`src/rtl/lcd1602_reader.sv`:
```
// lcd1602_reader
//
// Read-side bus sequencer for an HD44780-compatible 1602 character panel.
// Performs a single status read (RS=0), a single data read (RS=1), or a
// busy-poll that repeats status reads until the busy flag (bit 7) clears
// or POLL_MAX reads have been made.
//
// Ports
//   Clk            system clock, rising edge
//   Rst_n          asynchronous active-low reset
//   rd_status      request a status read (BF in bit 7, address counter in 6:0)
//   rd_data        request a data read from DDRAM/CGRAM
//   poll_busy      request repeated status reads until BF=0 or timeout
//   LCD1602_DB_IN  data bus value driven by the panel while RW=1
//   rd_busy        high while a transaction is in progress
//   rd_done        one-cycle completion pulse
//   rd_value       last sampled bus value
//   busy_timeout   one-cycle pulse with rd_done when a poll runs out of reads
//   LCD1602_RS     register select (0 = instruction/status, 1 = data)
//   LCD1602_RW     read/write (1 = read); 0 whenever idle
//   LCD1602_E      enable strobe
//
// Request priority in idle is poll_busy > rd_status > rd_data. Requests
// that arrive while a transaction is running are dropped.

module lcd1602_reader #(
  parameter int unsigned SETUP_CYC  = 2,   // RS/RW settle cycles before E rises
  parameter int unsigned E_HIGH_CYC = 11,  // cycles E is held high
  parameter int unsigned E_LOW_CYC  = 16,  // cycles E is held low after the fall
  parameter int unsigned POLL_MAX   = 255  // max status reads per poll, 1..255
) (
  input  logic       Clk,
  input  logic       Rst_n,
  input  logic       rd_status,
  input  logic       rd_data,
  input  logic       poll_busy,
  input  logic [7:0] LCD1602_DB_IN,
  output logic       rd_busy,
  output logic       rd_done,
  output logic [7:0] rd_value,
  output logic       busy_timeout,
  output logic       LCD1602_RS,
  output logic       LCD1602_RW,
  output logic       LCD1602_E
);

  typedef enum logic [2:0] {
    StIdle  = 3'd0,
    StSetup = 3'd1,
    StSetE  = 3'd2,
    StEHigh = 3'd3,
    StClrE  = 3'd4,
    StHold  = 3'd5,
    StCheck = 3'd6
  } state_e;

  // Cycle counter value on the final cycle of each timed state.
  localparam logic [7:0] SetupLast = 8'(SETUP_CYC - 1);
  localparam logic [7:0] EHighLast = 8'(E_HIGH_CYC - 1);
  localparam logic [7:0] ELowLast  = 8'(E_LOW_CYC - 1);
  localparam logic [8:0] PollMax   = 9'(POLL_MAX);

  state_e     state_q, state_d;
  logic [7:0] cyc_q, cyc_d;
  logic [7:0] poll_cnt_q, poll_cnt_d;
  logic       is_poll_q, is_poll_d;
  logic [7:0] rd_value_q, rd_value_d;
  logic       rs_q, rs_d;
  logic       rw_q, rw_d;
  logic       e_q, e_d;

  logic       req_any;
  logic       accept;
  logic       still_busy;
  logic       poll_more;
  logic       poll_exhausted;

  assign req_any = poll_busy | rd_status | rd_data;
  assign accept  = (state_q == StIdle) && req_any;

  // Panel still reports BF=1 on a poll; decide whether another read fits.
  // The 9-bit sum keeps counter+1 from wrapping when POLL_MAX is 255.
  assign still_busy     = is_poll_q && rd_value_q[7];
  assign poll_more      = still_busy && (({1'b0, poll_cnt_q} + 9'd1) < PollMax);
  assign poll_exhausted = still_busy && !poll_more;

  // ---------------------------------------------------------------------------
  // State register
  // ---------------------------------------------------------------------------
  always_ff @(posedge Clk or negedge Rst_n) begin
    if (!Rst_n) begin
      state_q <= StIdle;
    end else begin
      state_q <= state_d;
    end
  end

  // ---------------------------------------------------------------------------
  // Next-state logic
  // ---------------------------------------------------------------------------
  always_comb begin
    state_d = state_q;
    case (state_q)
      StIdle: begin
        if (req_any) state_d = StSetup;
      end
      StSetup: begin
        if (cyc_q == SetupLast) state_d = StSetE;
      end
      StSetE: begin
        state_d = StEHigh;
      end
      StEHigh: begin
        if (cyc_q == EHighLast) state_d = StClrE;
      end
      StClrE: begin
        state_d = StHold;
      end
      StHold: begin
        if (cyc_q == ELowLast) state_d = StCheck;
      end
      StCheck: begin
        // Re-poll keeps RS/RW as they are and goes straight back to setup.
        state_d = poll_more ? StSetup : StIdle;
      end
      default: begin
        state_d = StIdle;
      end
    endcase
  end

  // ---------------------------------------------------------------------------
  // Output logic
  // ---------------------------------------------------------------------------
  // Panel lines are registered off the next state so they change cleanly on
  // the clock edge: E is high exactly for the E_HIGH cycles, RW is high for
  // every non-idle cycle, and RS is loaded only when a request is accepted.
  always_comb begin
    rs_d = rs_q;
    if (accept) begin
      rs_d = !poll_busy && !rd_status;
    end
    rw_d = (state_d != StIdle);
    e_d  = (state_d == StEHigh);

    rd_busy      = (state_q != StIdle);
    rd_done      = (state_q == StCheck) && !poll_more;
    busy_timeout = (state_q == StCheck) && poll_exhausted;
  end

  always_ff @(posedge Clk or negedge Rst_n) begin
    if (!Rst_n) begin
      rs_q <= 1'b0;
      rw_q <= 1'b0;
      e_q  <= 1'b0;
    end else begin
      rs_q <= rs_d;
      rw_q <= rw_d;
      e_q  <= e_d;
    end
  end

  assign LCD1602_RS = rs_q;
  assign LCD1602_RW = rw_q;
  assign LCD1602_E  = e_q;
  assign rd_value   = rd_value_q;

  // ---------------------------------------------------------------------------
  // Counters and captured data
  // ---------------------------------------------------------------------------
  always_comb begin
    // Cycle counter restarts on every state change and rests at zero in idle.
    if ((state_d != state_q) || (state_q == StIdle)) begin
      cyc_d = 8'd0;
    end else begin
      cyc_d = cyc_q + 8'd1;
    end

    is_poll_d = is_poll_q;
    if (accept) begin
      is_poll_d = poll_busy;
    end

    poll_cnt_d = poll_cnt_q;
    if (accept) begin
      poll_cnt_d = 8'd0;
    end else if ((state_q == StCheck) && poll_more) begin
      poll_cnt_d = poll_cnt_q + 8'd1;
    end

    // Sample on the last E-high cycle; E falls on this same edge.
    rd_value_d = rd_value_q;
    if ((state_q == StEHigh) && (cyc_q == EHighLast)) begin
      rd_value_d = LCD1602_DB_IN;
    end
  end

  always_ff @(posedge Clk or negedge Rst_n) begin
    if (!Rst_n) begin
      cyc_q      <= 8'd0;
      poll_cnt_q <= 8'd0;
      is_poll_q  <= 1'b0;
      rd_value_q <= 8'h00;
    end else begin
      cyc_q      <= cyc_d;
      poll_cnt_q <= poll_cnt_d;
      is_poll_q  <= is_poll_d;
      rd_value_q <= rd_value_d;
    end
  end

endmodule
```
`config.mk`:
```
export PLATFORM = sky130hd
export DESIGN_NAME = lcd1602_reader
export DESIGN_NICKNAME = d
export VERILOG_FILES = /design/src/rtl/lcd1602_reader.sv
export SDC_FILE = /design/constraint.sdc
export NUM_CORES = 1
export LEC_CHECK = 0
export BUFFER_PORTS_ARGS = -buffer_cell sky130_fd_sc_hd__buf_2
export CORE_MARGIN = 2
export CORE_UTILIZATION = 55
export DETAILED_ROUTE_END_ITERATION = 10
export GPL_TIMING_DRIVEN = 0
export PLACE_DENSITY = 0.78
export SLEW_MARGIN = 20
export SYNTH_ARGS = -nofsm -noshare
export SYNTH_HDL_FRONTEND = slang
export SYNTH_SLANG_ARGS = --single-unit
```
`constraint.sdc`:
```
create_clock -name Clk -period 5.5 [get_ports Clk]
set_input_delay 1.1 -clock Clk [delete_from_list [all_inputs] [get_ports Clk]]
set_output_delay 1.1 -clock Clk [all_outputs]
set_load 0.02 [all_outputs]
```
**After elaboration in Yosys (flattened, before gate mapping)**

Cells that the tools add are included.

- Output and inout bits: 14
- Bits in registers: 31

- Order comparisons: 1
- Multiplexer cells: 9
- Add/sub/neg operators: 3
- Reduce and logical (&&, ||, !) cells: 17
- Bitwise gates (word level): 2
- Equal/unequal tests: 11

Operator list:

| kind | count |
|---|---|
| two-way mux 8 bit | 3 |
| case mux 3 bit (7 select lines) | 1 |
| adder 8 x 1 -> 8 bit, second input constant | 2 |
| == test 8 x 4 -> 1 bit, second input constant | 2 |
| two-way mux 3 bit | 4 |
| adder 8 x 1 -> 9 bit, second input constant | 1 |
| == test 3 x 2 -> 1 bit, second input constant | 3 |
| == test 3 bit, second input constant | 3 |
| logical AND 1 bit | 9 |
| less-than comparator 9 x 8 -> 1 bit, second input constant | 1 |
| == test 8 x 1 -> 1 bit, second input constant | 1 |
| nonzero test 3 bit | 2 |
| == test 3 x 1 -> 1 bit, second input constant | 1 |
| zero test 1 bit | 3 |
| zero test 3 bit | 1 |
| != test 3 bit | 1 |
| bitwise OR 1 bit | 2 |
| nonzero test 2 bit | 1 |
| logical OR 1 bit | 1 |
| two-way mux 1 bit | 1 |

**Logic depth before layout (Yosys ltp)**

- Depth after elaboration: 8
- Gate-level depth with buffers: 7
- Gate-level depth less buffers: 6

**Worst setup path before layout**

No wires, ideal clock.

- Path type: reg2out
- From: reg poll_cnt_q[0]
- To: out rd_done
- Data arrival time: 1.869 ns
- Path slack: 2.531 ns
- Required time: 4.400 ns
- Cell stages (with the launch flop): 7
- Cells stage by stage: dfrtp_1 -> ha_1 -> xor2_1 -> nand4b_1 -> a21oi_1 -> o21ai_0 -> a311oi_1

- Cells in the longest elaborated chain, start to end: 5

Ends and longest elaborated chain:

| element | line | RTL |
|---|---|---|
| from (decl) | 65 | `logic [7:0] poll_cnt_q, poll_cnt_d;` |
| from (signal assigned) | 206 | `poll_cnt_q <= poll_cnt_d;` |
| adder 8 x 1 -> 9 bit | 84 | `assign poll_more = still_busy && (({1'b0, poll_cnt_q} + 9'd1) < PollMax);` |
| less-than comparator 9 x 8 -> 1 bit | 84 |  |
| logical AND 1 bit | 84 |  |
| zero test 1 bit | 147 | `rd_done = (state_q == StCheck) && !poll_more;` |
| logical AND 1 bit | 147 |  |
| to (decl) | 39 | `output logic rd_done,` |

Every way passes these cells.

**Final worst setup path**

Ends and elaborated chain as after synthesis.

==> impl_metrics.env <==
export IMPL_drv_cap=0
export IMPL_top_layer_used="met4"
export IMPL_cp_start_kind="register"
export IMPL_die_area_um2=3460
export IMPL_final_max_slew_viol_count=0
export IMPL_cp_num_cells=7
export IMPL_area_growth_pct=14.4
export IMPL_hp_class="reg -> reg"
export IMPL_period_needed_ns=3.42
export IMPL_yosys_warnings=0
export IMPL_max_freq_mhz=293
export IMPL_fin_worst_skew_ns=0.0104
export IMPL_insertion_delay_ns=0.34
export IMPL_dp_hpwl_um=2470
export IMPL_rr_worst_depth=6
export IMPL_cts_tree="done"
export IMPL_grt_pass1_wl_um=5890
export IMPL_overflow=0
export IMPL_status="finished clean"
export IMPL_ys_seq_area_frac=0.469
export IMPL_syn_avg_cell_area_um2=10.5
export IMPL_ant_nets=0
export IMPL_path_buf_inv=1
export IMPL_hold_end="rd_value[3]$_DFFE_PN0P_"
export IMPL_route_detailed_drc=0
export IMPL_portBuffers=26
export IMPL_cp_required_ns=4.40
export IMPL_n_fill_cell=234
export IMPL_vias_per_cell=6.05
export IMPL_cp_arrival_ns=2.32
export IMPL_htree_levels=2
export IMPL_post_place_ws_ns=2.44
export IMPL_final_cell_mix="dfrtp_1, buf_2, nor2_1"
export IMPL_syn_area_um2=1660
export IMPL_clk_pin_slew_ns=0.09
export IMPL_ios=27
export IMPL_slew_headroom=0.552
export IMPL_p_leak_nw=0.888
export IMPL_synth_fp_nets=175
export IMPL_antenna_found_initial=0
export IMPL_tns_ns=0
export IMPL_wl_met3_um=142
export IMPL_cellPowerDensity_nw_per_um2=356
export IMPL_start_util=0.590
export IMPL_clk_path_buf_depth=2
export IMPL_endpoint_kind="output port"
export IMPL_final_common_cell="dfrtp_1"
export IMPL_worstPathMaxFanout=7
export IMPL_hold_viol=0
export IMPL_antenna_cells=0
export IMPL_r2r_setup_slack_ns=3.23
export IMPL_netlist_instances=158
export IMPL_crit_slowest_cell="dfrtp_1"
export IMPL_path_cells="ha_1, and2_1, a32oi_1, a21oi_1, o21ai_0, a311oi_1, buf_2"
export IMPL_setup_viol=0
export IMPL_synthArstFlopShare=1.00
export IMPL_totalWireLength_um=3460
export IMPL_hold_buffers=0
export IMPL_drive_gt1_frac=0.302
export IMPL_cts_sinks=31
export IMPL_synth_distinct_cells=48
export IMPL_grt_usage=0.230
export IMPL_grt_pass1_vias=1356
export IMPL_place_gp_congestion=0.905
export IMPL_coreArea_um2=2810
export IMPL_met1_length_um=1430
export IMPL_yosys_register_bits=31
export IMPL_numCtsBuffers=5
export IMPL_met2_length_um=1830
export IMPL_fin_nets=208
export IMPL_irDropWorstVdd_mv=0.263
export IMPL_worst_r2r_endpoint="poll_cnt_q[4]$_DFFE_PN0P_"
export IMPL_worstHoldStart="rd_value[3]$_DFFE_PN0P_"
export IMPL_grt_max_degree=32
export IMPL_row_count=19
export IMPL_cp_top_family="compound AO/OA/AOI/OAI gates"
export IMPL_slowest_delay_ns=0.44
export IMPL_die_h_um=58.9
export IMPL_rsz0062_at_grt="no"
export IMPL_period_share=0.621
export IMPL_timing_final_ws_setup_ns=2.08
export IMPL_post_cts_buffers=0
export IMPL_tightest_slew_ns=0.671
export IMPL_r2r_start="poll_cnt_q[0]$_DFFE_PN0P_"
export IMPL_ctsResizeCount=0
export IMPL_vias=1350
export IMPL_dr_pass1_iters=4
export IMPL_synth_edf_count=0
export IMPL_die_x_um=58.9
export IMPL_post_drt_wl_per_cell_um=15.5
export IMPL_synthFlopType="dfrtp_1"
export IMPL_drtIter0Drc=58
export IMPL_min_delay_path_depth=1
export IMPL_root_buffer="clkbuf_4"
export IMPL_crit_type="reg -> out"
## sequential cells by signal (all words and copies together), names as in the netlist
signal	cells
LCD1602_E	1
cyc_q	8
LCD1602_RW	1
LCD1602_RS	1
poll_cnt_q	8
rd_value	8
state_q	3
is_poll_q	1
## layout make-up
type,count,area [um^2],area share
plain buffers,5,25.0,0.0132
clock buffers,8,68.8,0.0364
inverters,7,26.3,0.0139
multi-input cells,115,828,0.438
flip-flops and latches,31,776,0.410
well taps,31,38.8,0.0205
repair buffers,26,130,0.0687
## worst max path at each step
stage,start,end,slack (ns)
2_1_floorplan,poll_cnt_q[0]$_DFFE_PN0P_,rd_done,2.53
3_3_place_gp,poll_cnt_q[0]$_DFFE_PN0P_,rd_done,2.46
3_5_place_dp,poll_cnt_q[0]$_DFFE_PN0P_,rd_done,2.44
4_1_cts,poll_cnt_q[0]$_DFFE_PN0P_,rd_done,2.05
5_1_grt,poll_cnt_q[0]$_DFFE_PN0P_,rd_done,1.91
6_report,poll_cnt_q[0]$_DFFE_PN0P_,rd_done,2.08
## Yosys cell counts, types with 2 or more instances
cell / n / area [um^2]
nand2_1: 8 / 30.0
and3_1: 5 / 31.3
xor2_1: 3 / 26.3
nor4_1: 2 / 12.5
ha_1: 4 / 50.1
o21ai_0: 7 / 35.0
dfrtp_1: 31 / 776
or2_2: 2 / 12.5
nor2_1: 14 / 52.6
buf_2: 2 / 10.0
a221o_1: 6 / 60.1
xnor2_1: 4 / 35.0
a21oi_1: 5 / 25.0
nor3_1: 6 / 30.0
or3_1: 2 / 12.5
nor2b_1: 2 / 12.5
nand4_1: 3 / 18.8
nand3_1: 8 / 40.0
inv_1: 7 / 26.3
mux2_2: 9 / 101
## cells by family (layout without fill, tap and decap cells)
logic type      Yosys count  count (layout)  synth area share
xor+xnor                  7               7            0.0370
simple gates             65              65             0.220
fa+ha+maj                 4               4            0.0302
compound gates           30              30             0.152
flops                    31              31             0.469
buf+inv                  12              46            0.0310
mux                       9               9            0.0612
## routing by layer
| layer | up-vias | track usage |
|---|---|---|
| met5 | - | 0 |
| met2 | 34 | 0.386 |
| met3 | 7 | 0.0769 |
| met4 | 0 | 0.127 |
| met1 | 661 | 0.255 |
| li1 | 648 | - |
## worst reg2reg max path, cell delays in order, from the launching register on
cell and delay (ns):
dfrtp_1 0.44, ha_1 0.30, and2_1 0.18, a32oi_1 0.38, a221o_1 0.32, a21boi_4 0.12, a221o_2 0.41
## power breakdown
group	switching (mW)	internal, mW	leakage (nW)	total [mW]
Combinational	0.122	0.0796	0.459	0.201
Clock	0.0792	0.0751	0.0386	0.154
Sequential	0.0404	0.278	0.390	0.319
## per-stage QoR
step	hold slack (ns)	util	std cells	total power, mW	cell area, um^2
final	0.508	0.675	223	0.674	1890
after global routing	0.524	0.675	223	0.716	1890
after CTS	0.510	0.675	223	0.680	1890
after detailed placement	0.488	0.650	215	0.524	1820
after global placement	0.482	0.650	215	0.509	1820
after floorplan	0.480	-	158	0.453	1660
Power figures use the tool's default switching activity.
